===== config.mk =====
export PLATFORM = sky130hd
export DESIGN_NAME = exec_dispatch
export DESIGN_NICKNAME = d
export VERILOG_FILES = /design/src/rtl/exec_dispatch_pkg.sv /design/src/rtl/exec_dispatch_rr_pick.sv /design/src/rtl/exec_dispatch.sv
export SDC_FILE = /design/constraint.sdc
export NUM_CORES = 1
export LEC_CHECK = 0
export CORE_AREA = 5 5 269 271
export DETAILED_ROUTE_END_ITERATION = 8
export DIE_AREA = 0 0 274 276
export PLACE_DENSITY = 0.49
export SYNTH_ARGS = -nofsm -noshare
export SYNTH_HDL_FRONTEND = slang
export SYNTH_SLANG_ARGS = --single-unit

===== constraint.sdc =====
create_clock -name clk -period 2.8 [get_ports clk]
set_clock_uncertainty 0.15 [all_clocks]
set_input_delay 0.28 -clock clk [delete_from_list [all_inputs] [get_ports clk]]
set_output_delay 0.28 -clock clk [all_outputs]
set_load 0.05 [all_outputs]

===== src/rtl/exec_dispatch_pkg.sv =====
// Shared types for the exec issue controller: context width, FSM encoding
// and the flush context-match helper.
package exec_dispatch_pkg;

  localparam int LEN_CONTEXT = 3;

  typedef enum logic [1:0] {
    DSP_IDLE  = 2'd0,
    DSP_ORDER = 2'd1,
    DSP_WAIT  = 2'd2
  } dsp_state_e;

  function automatic logic ctx_hit(input logic                   flush,
                                   input logic [LEN_CONTEXT-1:0] ctx_a,
                                   input logic [LEN_CONTEXT-1:0] ctx_b);
    return flush && (ctx_a == ctx_b);
  endfunction

endpackage


===== src/rtl/exec_dispatch_rr_pick.sv =====
// Combinational round-robin picker: first set bit of mask scanning from
// ptr+1 upwards, wrapping modulo N_SLOT.
module rr_pick #(
  parameter int N_SLOT = 4
) (
  input  logic [N_SLOT-1:0]         mask,
  input  logic [$clog2(N_SLOT)-1:0] ptr,
  output logic                      found,
  output logic [$clog2(N_SLOT)-1:0] idx
);

  localparam int IW = $clog2(N_SLOT);

  logic [IW-1:0] cand;

  // Scan farthest-first so the nearest eligible slot after ptr wins.
  always_comb begin
    found = 1'b0;
    idx   = ptr;
    cand  = '0;
    for (int i = N_SLOT; i >= 1; i--) begin
      cand = ptr + IW'(i);
      if (mask[cand]) begin
        found = 1'b1;
        idx   = cand;
      end else begin
        found = found;
      end
    end
  end

endmodule


===== src/rtl/exec_dispatch.sv =====
// Issue controller between the instruction window and exec: round-robin
// slot selection, order/accepted/done handshake, one instruction in flight.
module exec_dispatch
  import exec_dispatch_pkg::*;
#(
  parameter int N_SLOT    = 4,
  parameter int W_PAYLOAD = 128
) (
  input  logic                          clk,
  input  logic                          rstn,
  input  logic [N_SLOT-1:0]             req,
  input  logic [N_SLOT*W_PAYLOAD-1:0]   req_payload,
  input  logic [N_SLOT*LEN_CONTEXT-1:0] req_context,
  output logic [N_SLOT-1:0]             grant,
  output logic                          exec_order,
  output logic [W_PAYLOAD-1:0]          exec_payload,
  output logic [LEN_CONTEXT-1:0]        exec_context,
  input  logic                          exec_accepted,
  input  logic                          exec_done,
  input  logic                          flush,
  input  logic [LEN_CONTEXT-1:0]        flush_context,
  output logic                          wb_valid,
  output logic                          busy,
  output logic [15:0]                   n_issued
);

  localparam int IW = $clog2(N_SLOT);

  dsp_state_e             state_q, state_d;
  logic [IW-1:0]          ptr_q, ptr_d;
  logic [IW-1:0]          sel_idx_q, sel_idx_d;
  logic [W_PAYLOAD-1:0]   sel_payload_q, sel_payload_d;
  logic [LEN_CONTEXT-1:0] sel_context_q, sel_context_d;
  logic                   discard_q, discard_d;
  logic [15:0]            n_issued_q, n_issued_d;

  logic [N_SLOT-1:0]      elig;
  logic                   pick_found;
  logic [IW-1:0]          pick_idx;
  logic                   kill;

  // Slots whose context is being flushed this cycle are not eligible.
  always_comb begin
    elig = '0;
    for (int i = 0; i < N_SLOT; i++) begin
      elig[i] = req[i] & ~ctx_hit(flush, req_context[i*LEN_CONTEXT +: LEN_CONTEXT], flush_context);
    end
  end

  rr_pick #(.N_SLOT(N_SLOT)) u_pick (
    .mask  (elig),
    .ptr   (ptr_q),
    .found (pick_found),
    .idx   (pick_idx)
  );

  assign kill = ctx_hit(flush, flush_context, sel_context_q);

  // Next-state logic plus the combinational grant / wb_valid pulses.
  always_comb begin
    state_d       = state_q;
    ptr_d         = ptr_q;
    sel_idx_d     = sel_idx_q;
    sel_payload_d = sel_payload_q;
    sel_context_d = sel_context_q;
    discard_d     = discard_q;
    n_issued_d    = n_issued_q;
    grant         = '0;
    wb_valid      = 1'b0;
    case (state_q)
      DSP_IDLE: begin
        if (pick_found) begin
          sel_idx_d     = pick_idx;
          sel_payload_d = req_payload[pick_idx*W_PAYLOAD +: W_PAYLOAD];
          sel_context_d = req_context[pick_idx*LEN_CONTEXT +: LEN_CONTEXT];
          discard_d     = 1'b0;
          state_d       = DSP_ORDER;
        end else begin
          state_d = DSP_IDLE;
        end
      end
      DSP_ORDER: begin
        if (exec_accepted) begin
          // Accept beats a same-cycle flush; the flush only poisons write-back.
          grant[sel_idx_q] = 1'b1;
          ptr_d            = sel_idx_q;
          n_issued_d       = (n_issued_q == 16'hFFFF) ? n_issued_q : n_issued_q + 16'd1;
          discard_d        = kill;
          if (exec_done) begin
            wb_valid = ~kill;
            state_d  = DSP_IDLE;
          end else begin
            state_d = DSP_WAIT;
          end
        end else if (kill) begin
          state_d = DSP_IDLE;
        end else begin
          state_d = DSP_ORDER;
        end
      end
      DSP_WAIT: begin
        if (exec_done) begin
          wb_valid = ~(discard_q | kill);
          state_d  = DSP_IDLE;
        end else if (kill) begin
          discard_d = 1'b1;
        end else begin
          state_d = DSP_WAIT;
        end
      end
      default: begin
        state_d = DSP_IDLE;
      end
    endcase
  end

  // State and latched issue bundle; ptr resets to the last slot so slot 0 goes first.
  always_ff @(posedge clk or negedge rstn) begin
    if (!rstn) begin
      state_q       <= DSP_IDLE;
      ptr_q         <= IW'(N_SLOT - 1);
      sel_idx_q     <= '0;
      sel_payload_q <= '0;
      sel_context_q <= '0;
      discard_q     <= 1'b0;
      n_issued_q    <= 16'd0;
    end else begin
      state_q       <= state_d;
      ptr_q         <= ptr_d;
      sel_idx_q     <= sel_idx_d;
      sel_payload_q <= sel_payload_d;
      sel_context_q <= sel_context_d;
      discard_q     <= discard_d;
      n_issued_q    <= n_issued_d;
    end
  end

  assign exec_order   = (state_q == DSP_ORDER);
  assign busy         = (state_q != DSP_IDLE);
  assign exec_payload = sel_payload_q;
  assign exec_context = sel_context_q;
  assign n_issued     = n_issued_q;

endmodule


==> impl.org <==
** Drt
- Vias post-DR :: roughly 10000
- The detail route stage leaves a number of antenna-violating nets equal to 0.
- The pre-antenna-repair detailed-routing pass consisted of 7 iterations.
- Final wirelength :: 50.94 mm
- After detailed routing, the average wire length per cell comes to 19.69 µm.
- Post-detailed-route via-to-cell ratio :: 3.941
- In this run, the number of DRC markers left after iteration 0 of detailed routing was just over 400.
- DRC violation count after routing :: 0

** Power and ir drop
- Static leakage :: 7.974 nW
- Internal power contribution :: 0.01049 W
- Of the total power, the share spent switching nets is 0.4842.
- The share of total power dissipated in combinational logic is 0.685.
- Net Sw Power :: 0.009848 W
- Total power per unit cell area :: between 1000 and 1500 nW/µm²
- Clock network fraction of total power :: 0.120
- The share of total power dissipated in sequential elements is 0.195.
- Worst vdd ir :: 0.4181 mV

** Hold path
- The worst hold path belongs to the class in -> async.

** Clock network
- Clock latency reported for the late side of the worst-skew pair :: 0.46 ns
- The number of clock buffers added by TritonCTS is 17.
- In this run the number of H-tree levels came out at 4.
- In this run the deepest clock path goes through 2 buffers.
- Master cell of the clock root buffer :: clkbuf_16
- Clock-pin slew on the worst setup and hold paths :: 0.07 ns
- Clock Sink Count :: 154
- Post-CTS Setup Repair Bufs :: 0
- TritonCTS clock tree :: built

** STA
- Setup repair after global routing missed its margin :: true
- The hold violation total from the final report was 0.
- Dividing the final minimum period by the clock period gives 0.9975.
- Minimum period implied by the final worst setup slack :: 2.793 ns
- In the post-route analysis, the smallest setup slack over all paths is 0.006889 ns.
- The max-slew violation total from the final report was 0.
- For the pin with the worst max-slew slack, the measured transition is 0.7478 ns.
- Slew Limit Headroom :: 0.5014
- Derived from the worst setup path, the maximum achievable clock frequency is 0.3580 GHz.
- Number of setup violations in the final report :: 0

** Floorplanning
- Die X :: 274 µm
- In this run the core area contains 97 standard-cell rows.
- Area of the die :: 75620 µm²
- Core box area :: 69540 µm²
- Overall die height :: approximately 280 µm
- Ports :: 690
- Initial core utilization :: 0.1347

** Synthesis
- Syn Nets :: 1420
- Among all flip-flop cells after synthesis, the most frequent one is dfrtp_1.
- Number of enable-type register cells in the synthesized netlist :: 0
- After synthesis, the share of flip-flops with an asynchronous set or reset is 1.000.
- Fraction of the yosys area taken by sequential cells :: 0.4116
- Biggest area contributors in the synthesized netlist :: dfrtp_1 41%, mux2i_1 28%, o221ai_1 12%
- Count of state elements after synthesis :: 154
- After synthesis the cells add up to 9369 µm².
- Synthesized area divided by synthesized cell count :: 10.66 µm²
- Fraction of synthesized cell area taken by the top area cell type :: 0.4060
- Number of library cell types mapped by synthesis :: 38
- Synthesized instance count :: 879
- Largest area contributor in the netlist :: dfrtp_1
- Yosys Warn Count :: 0

** GRT
- Vias in the first global route :: 11250
- The first global-routing pass estimated 72.85 mm of wire.
- GRT Total Usage :: 0.1279
- Antenna violations before repair :: 2
- After global routing the overflow that remains totals 0.
- Pin count of the biggest net entering global routing :: slightly above 60

** Setup path
- Setup crit start kind :: primary input
- Endpoint arrival time on the critical path :: 2.98 ns
- Register-to-register setup slack :: 0.44 ns
- The worst setup path is captured at a flop.
- In this run the critical register-to-register path is captured at exec_payload[25]$_DFFE_PN0P_.
- By startpoint and endpoint, the worst setup path is classified as in -> reg.
- The worst register-to-register path begins at ptr_q[0]$_DFFE_PN1P_.
- In this run the worst path has a maximum fanout of 20.
- At the worst endpoint, the required time is between 2 and 3 ns.
- For the worst flop-to-flop path, the logic depth is 9.

** Place
- Detailed placement finished with a half-perimeter wire length of 41.35 mm.
- Number of buffer cells added on primary ports :: 689
- Prior to clock tree synthesis, the placed netlist has a worst setup slack of -0.7427 ns.
- Placement-stage cell area :: 18230 µm²
- Routability-driven placement finished with a final weighted congestion of 0.8326.

** Final layout
- NumNets Final :: between 2000 and 2500
- Most common cell after layout, fill and taps aside :: clkdlybuf4s50_1
- P&R area growth vs syn :: 102.5%
- Fraction of layout instances using a drive strength above 1 :: 0.1057
- Commonest non-fill, non-tap cells in the layout :: 682 x clkdlybuf4s50_1, 255 x mux2i_1, 152 x dfrtp_1
- With fillers left out, the area of the finished cells amounts to roughly 19000 µm².

** Run
- Max-cap violations in this run came to 0.

** Outcome
- The run finished with clean final reports.
==> registers in the layout, indices dropped and copies added (netlist names) <==
| register | flops |
|---|---|
| ptr_q | 2 |
| discard_q | 1 |
| exec_payload | 128 |
| n_issued | 16 |
| exec_context | 3 |
| state_q | 2 |
| sel_idx_q | 2 |
==> metal layers <==
metal	wire, µm	global-route usage	up-vias
met1	20060	0.1439	4830
met2	25600	0.2272	460
met3	3907	0.04084	54
li1	-	-	4849
met5	14	0	-
met4	1363	0.04398	2
==> cells by family after synthesis <==
kind of cell / after synthesis / synth area share
AOI/OAI and AO/OA: 151 / 0.1377
DFF: 154 / 0.4116
buffers and inverters: 84 / 0.04834
xor gates and xnor gates: 30 / 0.02804
muxes: 264 / 0.2823
and+or+nand+nor: 191 / 0.08534
adders and majority gates: 5 / 0.006677
==> per-stage QoR <==
step	utilization	setup TNS [ns]	hold slack, ns	power (W)	std cells
finish	0.2728	0	0.2864	0.02034	2587
global route	0.2728	-0.2999	0.2639	0.02155	2586
CTS	0.2712	0	0.2308	0.02051	2585
detailed placement	0.2622	-74.10	0.2405	0.01792	2552
global placement	0.2622	-70.77	0.2257	0.01784	2552
floorplan	-	0	-0.1656	0.01212	879
==> power by group through the flow <==
| stage | Sequential (W) | Clock (W) | Combinational [W] |
|---|---|---|---|
| final | 0.00397 | 0.00244 | 0.0139 |
| after global routing | 0.00412 | 0.00263 | 0.0148 |
| after CTS | 0.00398 | 0.00256 | 0.0140 |
| after detailed placement | 0.00400 | 0 | 0.0139 |
| after global placement | 0.00398 | 0 | 0.0139 |
| after floorplan | 0.00722 | 0 | 0.00491 |
==> worst max-delay path by stage <==
stage	from	endpoint	slack, ns	depth (start not counted)
after floorplan	state_q[1]$_DFFE_PN0P_	grant[1]	0.02	4
after global placement	flush_context[1]	exec_payload[25]$_DFFE_PN0P_	-0.74	13
after detailed placement	flush_context[1]	exec_payload[25]$_DFFE_PN0P_	-0.74	13
after CTS	flush_context[1]	exec_payload[25]$_DFFE_PN0P_	0.03	13
after global routing	flush_context[1]	exec_payload[65]$_DFFE_PN0P_	-0.03	13
final	flush_context[1]	exec_payload[25]$_DFFE_PN0P_	0.007	13
==> worst max-delay path, cell delays in order <==
cell,delay (ns)
clkdlybuf4s50_1,0.42
buf_4,0.18
buf_4,0.15
xnor2_4,0.20
nand4_1,0.23
nand2_1,0.17
o21ai_1,0.13
nor3_4,0.23
buf_12,0.18
buf_12,0.15
buf_12,0.19
mux2i_4,0.29
o221ai_1,0.13
==> cell usage after synthesis (3+ instances only) <==
| cell | number |
|---|---|
| o21ai_0 | 5 |
| clkbuf_1 | 37 |
| dfrtp_1 | 152 |
| and4_1 | 4 |
| o221ai_1 | 132 |
| ha_1 | 5 |
| xor2_1 | 5 |
| buf_1 | 3 |
| buf_6 | 10 |
| mux2i_1 | 262 |
| buf_4 | 9 |
| xnor2_1 | 25 |
| nand2b_1 | 3 |
| nor2_1 | 10 |
| nand4_1 | 9 |
| nor3_1 | 4 |
| a21oi_1 | 5 |
| buf_2 | 14 |
| nand3_1 | 4 |
| inv_1 | 9 |
| nand2_1 | 150 |
==> area by class of cell <==
cell class | instances | area, µm²
clock buffer | 20 | 446.7
timing repair buffer | 809 | 8147
tap | 940 | 1176
inverter | 10 | 37.54
antenna | 1 | 2.502
sequential | 154 | 3856
fill | 7265 | 50570
clock inverter | 12 | 138.9
multi-input combinational | 641 | 5167
==> timing repair <==
action	4_1_cts	5_1_grt
resized for setup	4	17
endpoints found under the hold margin	55	0
hold buffers	1	0
setup endpoints to repair	98	33
cloned	0	1
pin swaps	0	3
Power figures use the tool's default switching activity.
